**config.mk**
```make
export PLATFORM = sky130hd
export DESIGN_NAME = ble_cmd_receiver
export DESIGN_NICKNAME = d
export VERILOG_FILES = /design/src/rtl/ble_cmd_receiver.sv
export SDC_FILE = /design/constraint.sdc
export NUM_CORES = 1
export LEC_CHECK = 0
export ABC_AREA = 1
export CAP_MARGIN = 20
export CORE_MARGIN = 4
export CORE_UTILIZATION = 66
export DETAILED_ROUTE_END_ITERATION = 6
export HOLD_SLACK_MARGIN = 0.03
export MAX_ROUTING_LAYER = met4
export PLACE_DENSITY = 0.94
export SLEW_MARGIN = 5
export SYNTH_ARGS = -nofsm -noshare
export SYNTH_HDL_FRONTEND = slang
export SYNTH_SLANG_ARGS = --single-unit
```
**constraint.sdc**
```tcl
create_clock -name clock -period 2.5 [get_ports clock]
set_clock_uncertainty 0.05 [all_clocks]
set_input_delay 0.25 -clock clock [delete_from_list [all_inputs] [get_ports clock]]
set_output_delay 0.25 -clock clock [all_outputs]
set_load 0.05 [all_outputs]
```
**src/rtl/ble_cmd_receiver.sv**
```systemverilog
// BLE UART receive path: 2-flop sync, 8N1 receiver, 7-byte command frame parser and link watchdog.
// Outputs update one clock after the checksum stop-bit sample; no backpressure, the serial stream cannot stall.
module ble_cmd_receiver #(
  parameter int CLKS_PER_BIT   = 868,
  parameter int GAP_CYCLES     = 20 * 868,
  parameter int TIMEOUT_CYCLES = 50_000_000
) (
  input  logic       clock,
  input  logic       reset_n,
  input  logic       uart_rx,
  output logic [8:0] dir_degrees,
  output logic [9:0] target_speed,
  output logic       run_en,
  output logic       cmd_valid,
  output logic       frame_err,
  output logic       link_timeout
);

  localparam int BW = $clog2(CLKS_PER_BIT + 1);
  localparam int GW = $clog2(GAP_CYCLES + 1);
  localparam int WW = $clog2(TIMEOUT_CYCLES + 1);
  localparam logic [BW-1:0] HALF_M1 = BW'(CLKS_PER_BIT / 2 - 1);
  localparam logic [BW-1:0] FULL_M1 = BW'(CLKS_PER_BIT - 1);
  localparam logic [GW-1:0] GAP_M1  = GW'(GAP_CYCLES - 1);
  localparam logic [WW-1:0] WD_M1   = WW'(TIMEOUT_CYCLES - 1);
  localparam logic [WW-1:0] WD_MAX  = WW'(TIMEOUT_CYCLES);

  typedef enum logic [2:0] {U_IDLE, U_START, U_DATA, U_STOP, U_BREAK} uart_state_t;
  typedef enum logic [2:0] {P_HUNT, P_DHI, P_DLO, P_SHI, P_SLO, P_FLG, P_CHK} parse_state_t;

  logic          rx_meta, rx_s;
  uart_state_t   u_state, u_next;
  logic [BW-1:0] baud_cnt;
  logic [2:0]    bit_cnt;
  logic [7:0]    shift_dat;
  logic          byte_done, stop_bad;
  logic          byte_vld;
  logic [7:0]    byte_dat;

  parse_state_t  p_state, p_next;
  logic [7:0]    dhi, dlo, shi, slo, csum_run;
  logic          flag_run;
  logic [GW-1:0] gap_cnt;
  logic [WW-1:0] wd_cnt;
  logic          gap_hit, accept, reject;
  logic [15:0]   dir_full, spd_full;

  // Idle-high reset value keeps the receiver from seeing a start bit out of reset.
  always_ff @(posedge clock or negedge reset_n) begin
    if (!reset_n) begin
      rx_meta <= 1'b1;
      rx_s    <= 1'b1;
    end else begin
      rx_meta <= uart_rx;
      rx_s    <= rx_meta;
    end
  end

  always_comb begin
    u_next    = u_state;
    byte_done = 1'b0;
    stop_bad  = 1'b0;
    case (u_state)
      U_IDLE:  if (!rx_s) u_next = U_START;
      U_START: if (baud_cnt == HALF_M1) u_next = rx_s ? U_IDLE : U_DATA;
      U_DATA:  if (baud_cnt == FULL_M1 && bit_cnt == 3'd7) u_next = U_STOP;
      U_STOP: begin
        if (baud_cnt == FULL_M1) begin
          if (rx_s) begin
            byte_done = 1'b1;
            u_next    = U_IDLE;
          end else begin
            stop_bad = 1'b1;
            u_next   = U_BREAK;
          end
        end
      end
      U_BREAK: if (rx_s) u_next = U_IDLE;
      default: u_next = U_IDLE;
    endcase
  end

  always_ff @(posedge clock or negedge reset_n) begin
    if (!reset_n) begin
      u_state   <= U_IDLE;
      baud_cnt  <= '0;
      bit_cnt   <= '0;
      shift_dat <= '0;
      byte_vld  <= 1'b0;
      byte_dat  <= '0;
    end else begin
      u_state  <= u_next;
      byte_vld <= byte_done;
      if (byte_done) byte_dat <= shift_dat;
      if (u_state == U_IDLE) begin
        baud_cnt <= '0;
        bit_cnt  <= '0;
      end else if (u_state == U_START && baud_cnt == HALF_M1) begin
        baud_cnt <= '0;
      end else if (baud_cnt == FULL_M1) begin
        baud_cnt <= '0;
        if (u_state == U_DATA) begin
          shift_dat <= {rx_s, shift_dat[7:1]};
          bit_cnt   <= bit_cnt + 3'd1;
        end
      end else begin
        baud_cnt <= baud_cnt + BW'(1);
      end
    end
  end

  assign dir_full = {dhi, dlo};
  assign spd_full = {shi, slo};
  assign gap_hit  = (p_state != P_HUNT) && !byte_vld && (gap_cnt == GAP_M1);

  always_comb begin
    p_next = p_state;
    accept = 1'b0;
    reject = 1'b0;
    if (stop_bad) begin
      p_next = P_HUNT;
    end else if (byte_vld) begin
      case (p_state)
        P_HUNT: if (byte_dat == 8'hA5) p_next = P_DHI;
        P_DHI:  p_next = P_DLO;
        P_DLO:  p_next = P_SHI;
        P_SHI:  p_next = P_SLO;
        P_SLO:  p_next = P_FLG;
        P_FLG:  p_next = P_CHK;
        P_CHK: begin
          if (byte_dat == csum_run && dir_full < 16'd360 && spd_full <= 16'd1023) accept = 1'b1;
          else reject = 1'b1;
          p_next = P_HUNT;
        end
        default: p_next = P_HUNT;
      endcase
    end else if (gap_hit) begin
      p_next = P_HUNT;
    end
  end

  always_ff @(posedge clock or negedge reset_n) begin
    if (!reset_n) begin
      p_state  <= P_HUNT;
      dhi      <= '0;
      dlo      <= '0;
      shi      <= '0;
      slo      <= '0;
      flag_run <= 1'b0;
      csum_run <= '0;
      gap_cnt  <= '0;
    end else begin
      p_state <= p_next;
      if (byte_vld || p_state == P_HUNT || gap_hit) gap_cnt <= '0;
      else gap_cnt <= gap_cnt + GW'(1);
      if (byte_vld) begin
        case (p_state)
          P_DHI: begin dhi <= byte_dat; csum_run <= byte_dat; end
          P_DLO: begin dlo <= byte_dat; csum_run <= csum_run ^ byte_dat; end
          P_SHI: begin shi <= byte_dat; csum_run <= csum_run ^ byte_dat; end
          P_SLO: begin slo <= byte_dat; csum_run <= csum_run ^ byte_dat; end
          P_FLG: begin flag_run <= byte_dat[0]; csum_run <= csum_run ^ byte_dat; end
          default: ;
        endcase
      end
    end
  end

  // Saturating watchdog: parks at WD_MAX after firing so it pulses only once per accepted frame.
  always_ff @(posedge clock or negedge reset_n) begin
    if (!reset_n) begin
      dir_degrees  <= '0;
      target_speed <= '0;
      run_en       <= 1'b0;
      cmd_valid    <= 1'b0;
      frame_err    <= 1'b0;
      link_timeout <= 1'b0;
      wd_cnt       <= '0;
    end else begin
      cmd_valid    <= accept;
      frame_err    <= stop_bad | reject | gap_hit;
      link_timeout <= 1'b0;
      if (accept) begin
        dir_degrees  <= dir_full[8:0];
        target_speed <= spd_full[9:0];
        run_en       <= flag_run;
        wd_cnt       <= '0;
      end else if (wd_cnt == WD_M1) begin
        wd_cnt       <= WD_MAX;
        run_en       <= 1'b0;
        link_timeout <= 1'b1;
      end else if (wd_cnt != WD_MAX) begin
        wd_cnt <= wd_cnt + WW'(1);
      end
    end
  end

endmodule

```
==> run summary <==
Status -> completed
Logic pwr share -> 1.1%
Layout Cell Area excl Fill -> 7885 um^2
Total power -> 5059 uW
Total track usage -> 28.45%
PortBufs -> 25
Async S/R FF share, synth -> 100.0%
TritonCTS clock tree -> yes
Switching share of total power -> 20.02%
Clk root buf -> clkbuf_8
Most common cell on crit path -> nand2_1
Placed cell area -> 7249 um^2
Pleak -> 0.003900 uW
Max Transition Viols Final -> 0
Clk slew on worst S/H paths -> 0.06 ns
Ys Warns -> 0
Iter 0 DRT Violations -> 628
Final ANT Viol Nets -> 0
First-pass GRT wire length -> 26.05 mm
Post-synth top flop -> dfrtp_1
Power Density -> 641.5 nW/um^2
Seq pwr share -> 45.9%
Clk_lat worst skew -> 0.54 ns
Fmax -> 474.0 MHz
Vias in the first global route -> 5652
# IOs -> 26
Cell Int Power -> 4046 uW
Clock Sinks -> 143
Die area -> 12160 um^2
Final min period -> 2.110 ns
ANT cells -> 0
Initial DRT Pass Iterations -> 5
DRC -> 0
Fill cells -> 643
Final critical-path share of the clock period -> 84.39%
Routed via count -> 5723
Die height -> 110.3 um
Synth top area cells -> dfrtp_1 51%, nand2_1 13%, inv_1 5.8%
Reg area -> 3581 um^2
Post-synth top area cell -> dfrtp_1
Commonest non-fill, non-tap cell in the layout -> nand2_1
Clk pwr share -> 53.0%
Initial Util -> 67.45%
Max VDD drop -> 0.5364 mV
Initial antenna violation count -> 0
Inserted Clock Buffers -> 17
Synthesized flop and latch total -> 143
Final hold vios -> 0
Count of buffer and inverter cells on the critical path -> 1
Routability cong. -> 0.9510
Largest net degree at the start of global routing -> 53
CTS resizes -> 0
Area share of the largest cell type after synthesis -> 51.13%
Synth cell types -> 44
Die X-Extent -> 110.3 um
Syn Nets -> 847
CP endpoint kind -> register
Drt total wl -> 15.19 mm
Post-synth EDFFs -> 0
Layout Area Growth over Synthesis -> 14.27%
Slowest stage delay, CP -> 0.43 ns
Post-CTS setup repair buffer count -> 0
Multi-input logic area -> 2750 um^2
NetSw -> 1013 uW
HPWL after DPL -> 9.754 mm
Critical path data required time -> 2.87 ns
CP max FO -> 15
Core area -> 10230 um^2
Seq/Total Area, Yosys -> 51.89%
Post-Syn Instances -> 837
Hold WC Path Type -> primary input to register
Crit-path cells -> inv_2 -> nand2_1 -> nand2_1 -> nand2_1 -> nor2_1 -> nand2_1 -> nor2_4 -> nand4_2 -> and3_1
Area of the mapped netlist -> 6900 um^2
Rel. slew slack -> 57.73%
Final #Nets -> 881
Critical Path Start Type -> register
Final setup TNS -> 0 ns
Vias/cell -> 5.622
CTS max path bufs -> 2
Arrival @ worst endpoint -> 2.48 ns
Max H-tree Level -> 4
Row cnt -> 37
Crit path kind -> register to register
Syn avg cell area -> 8.244 um^2
RSZ-0062 raised after global routing -> no
Crit-path leading delay family -> simple AND/OR/NAND/NOR gates
GRT overflow -> 0
Endpoints failing setup -> 0
Share of post-route cells with drive strength above 1 -> 8.730%
Crit-path slowest cell -> dfrtp_1
Most frequent cells in the layout -> 243 x nand2_1, 141 x dfrtp_1, 107 x inv_1
Worst Tran Pin Value -> 0.6298 ns
Wirelength per Cell -> 14.92 um
Max-Cap Viols -> 0
per-layer routing:
metal | up-vias | track usage (%) | routed length, um
met5 | - | - | 0
met4 | 0 | 11.17 | 437
met3 | 48 | 6.639 | 881
met2 | 236 | 44.54 | 7469
met1 | 2713 | 36.33 | 6395
li1 | 2726 | - | -
area by class of cell:
cell class / instances / share of cell area (%)
flip-flops and latches: 143 / 45.41
clock inverters: 9 / 1.983
multi-input cells: 559 / 34.88
clock buffers: 21 / 5.950
inverters: 119 / 5.665
well taps: 136 / 2.158
repair buffers: 31 / 3.951
final timing paths:
check,cells past startpoint,start,slack [ns],endpoint
min in group asynchronous,2,reset_n,0.17,byte_vld$_DFF_PN0_
hold / removal,1,uart_rx,0.08,rx_meta$_DFF_PN1_
hold reg to reg,0,rx_meta$_DFF_PN1_,0.31,rx_s$_DFF_PN1_
setup reg to reg,9,byte_dat[2]$_DFFE_PN0P_,0.39,wd_cnt[9]$_DFFE_PN0P_
setup / recovery,9,byte_dat[2]$_DFFE_PN0P_,0.39,wd_cnt[9]$_DFFE_PN0P_
max in group asynchronous,3,reset_n,1.52,shi[6]$_DFFE_PN0P_
flip-flops by register name, indices dropped and copies added (netlist names), 8 cells and up:
register / cells
wd_cnt: 26
gap_cnt: 15
baud_cnt: 10
target_speed: 10
dir_degrees: 9
byte_dat: 8
csum_run: 8
dhi: 8
dlo: 8
shi: 8
shift_dat: 8
slo: 8
stage by stage:
stage	cells	hold slack, ns	util (%)	setup slack (ns)
finish	1018	0.08274	77.07	0.3901
global route	1018	0.09193	77.07	0.2597
CTS	1018	0.07415	77.07	0.4285
detailed placement	987	0.1720	70.86	0.4946
global placement	987	0.1640	70.86	0.5767
floorplan	837	-0.09559	-	0.8491
Yosys cell counts (3+ instances only):
| master | number |
|---|---|
| xnor2_1 | 9 |
| dfrtp_1 | 141 |
| nor4_1 | 4 |
| nor3b_1 | 10 |
| nand2_1 | 243 |
| nor3_1 | 17 |
| nor2_1 | 86 |
| o21ai_0 | 69 |
| xor2_1 | 9 |
| nand4_1 | 13 |
| nor2_2 | 5 |
| a21oi_1 | 13 |
| nor3_4 | 3 |
| ha_1 | 7 |
| buf_2 | 5 |
| nand3_1 | 28 |
| nand2_2 | 3 |
| inv_2 | 12 |
| nand3_2 | 4 |
| inv_1 | 107 |
| buf_6 | 7 |
| o211ai_1 | 10 |
| clkbuf_1 | 3 |
power groups by stage:
stage                     Clock, uW  Combinational (uW)  Sequential, uW
after floorplan                   0                2.00            2360
after global placement            0                56.8            2360
after CTS                      2690                59.5            2320
final                          2680                56.1            2320
after global routing           2820                66.7            2320
after detailed placement          0                57.7            2360
timing repair:
| action | in CTS | in global routing |
|---|---|---|
| hold buffers | 1 | 0 |
| endpoints found under the hold margin | 61 | 0 |
| endpoints found under the setup margin | 0 | 0 |
cells by family (layout without fill, tap and decap cells):
logic type	Yosys count	count (layout)	share of synthesized area, %
AO/OA/AOI/OAI	104	104	8.377
XOR/XNOR	18	18	2.285
adder cells (fa/ha/maj)	7	7	1.269
buffers and inverters	135	180	8.250
flip-flops	143	143	51.89
AND/OR/NAND/NOR	430	430	27.92
No activity file was read; power rests on OpenSTA's default activity.
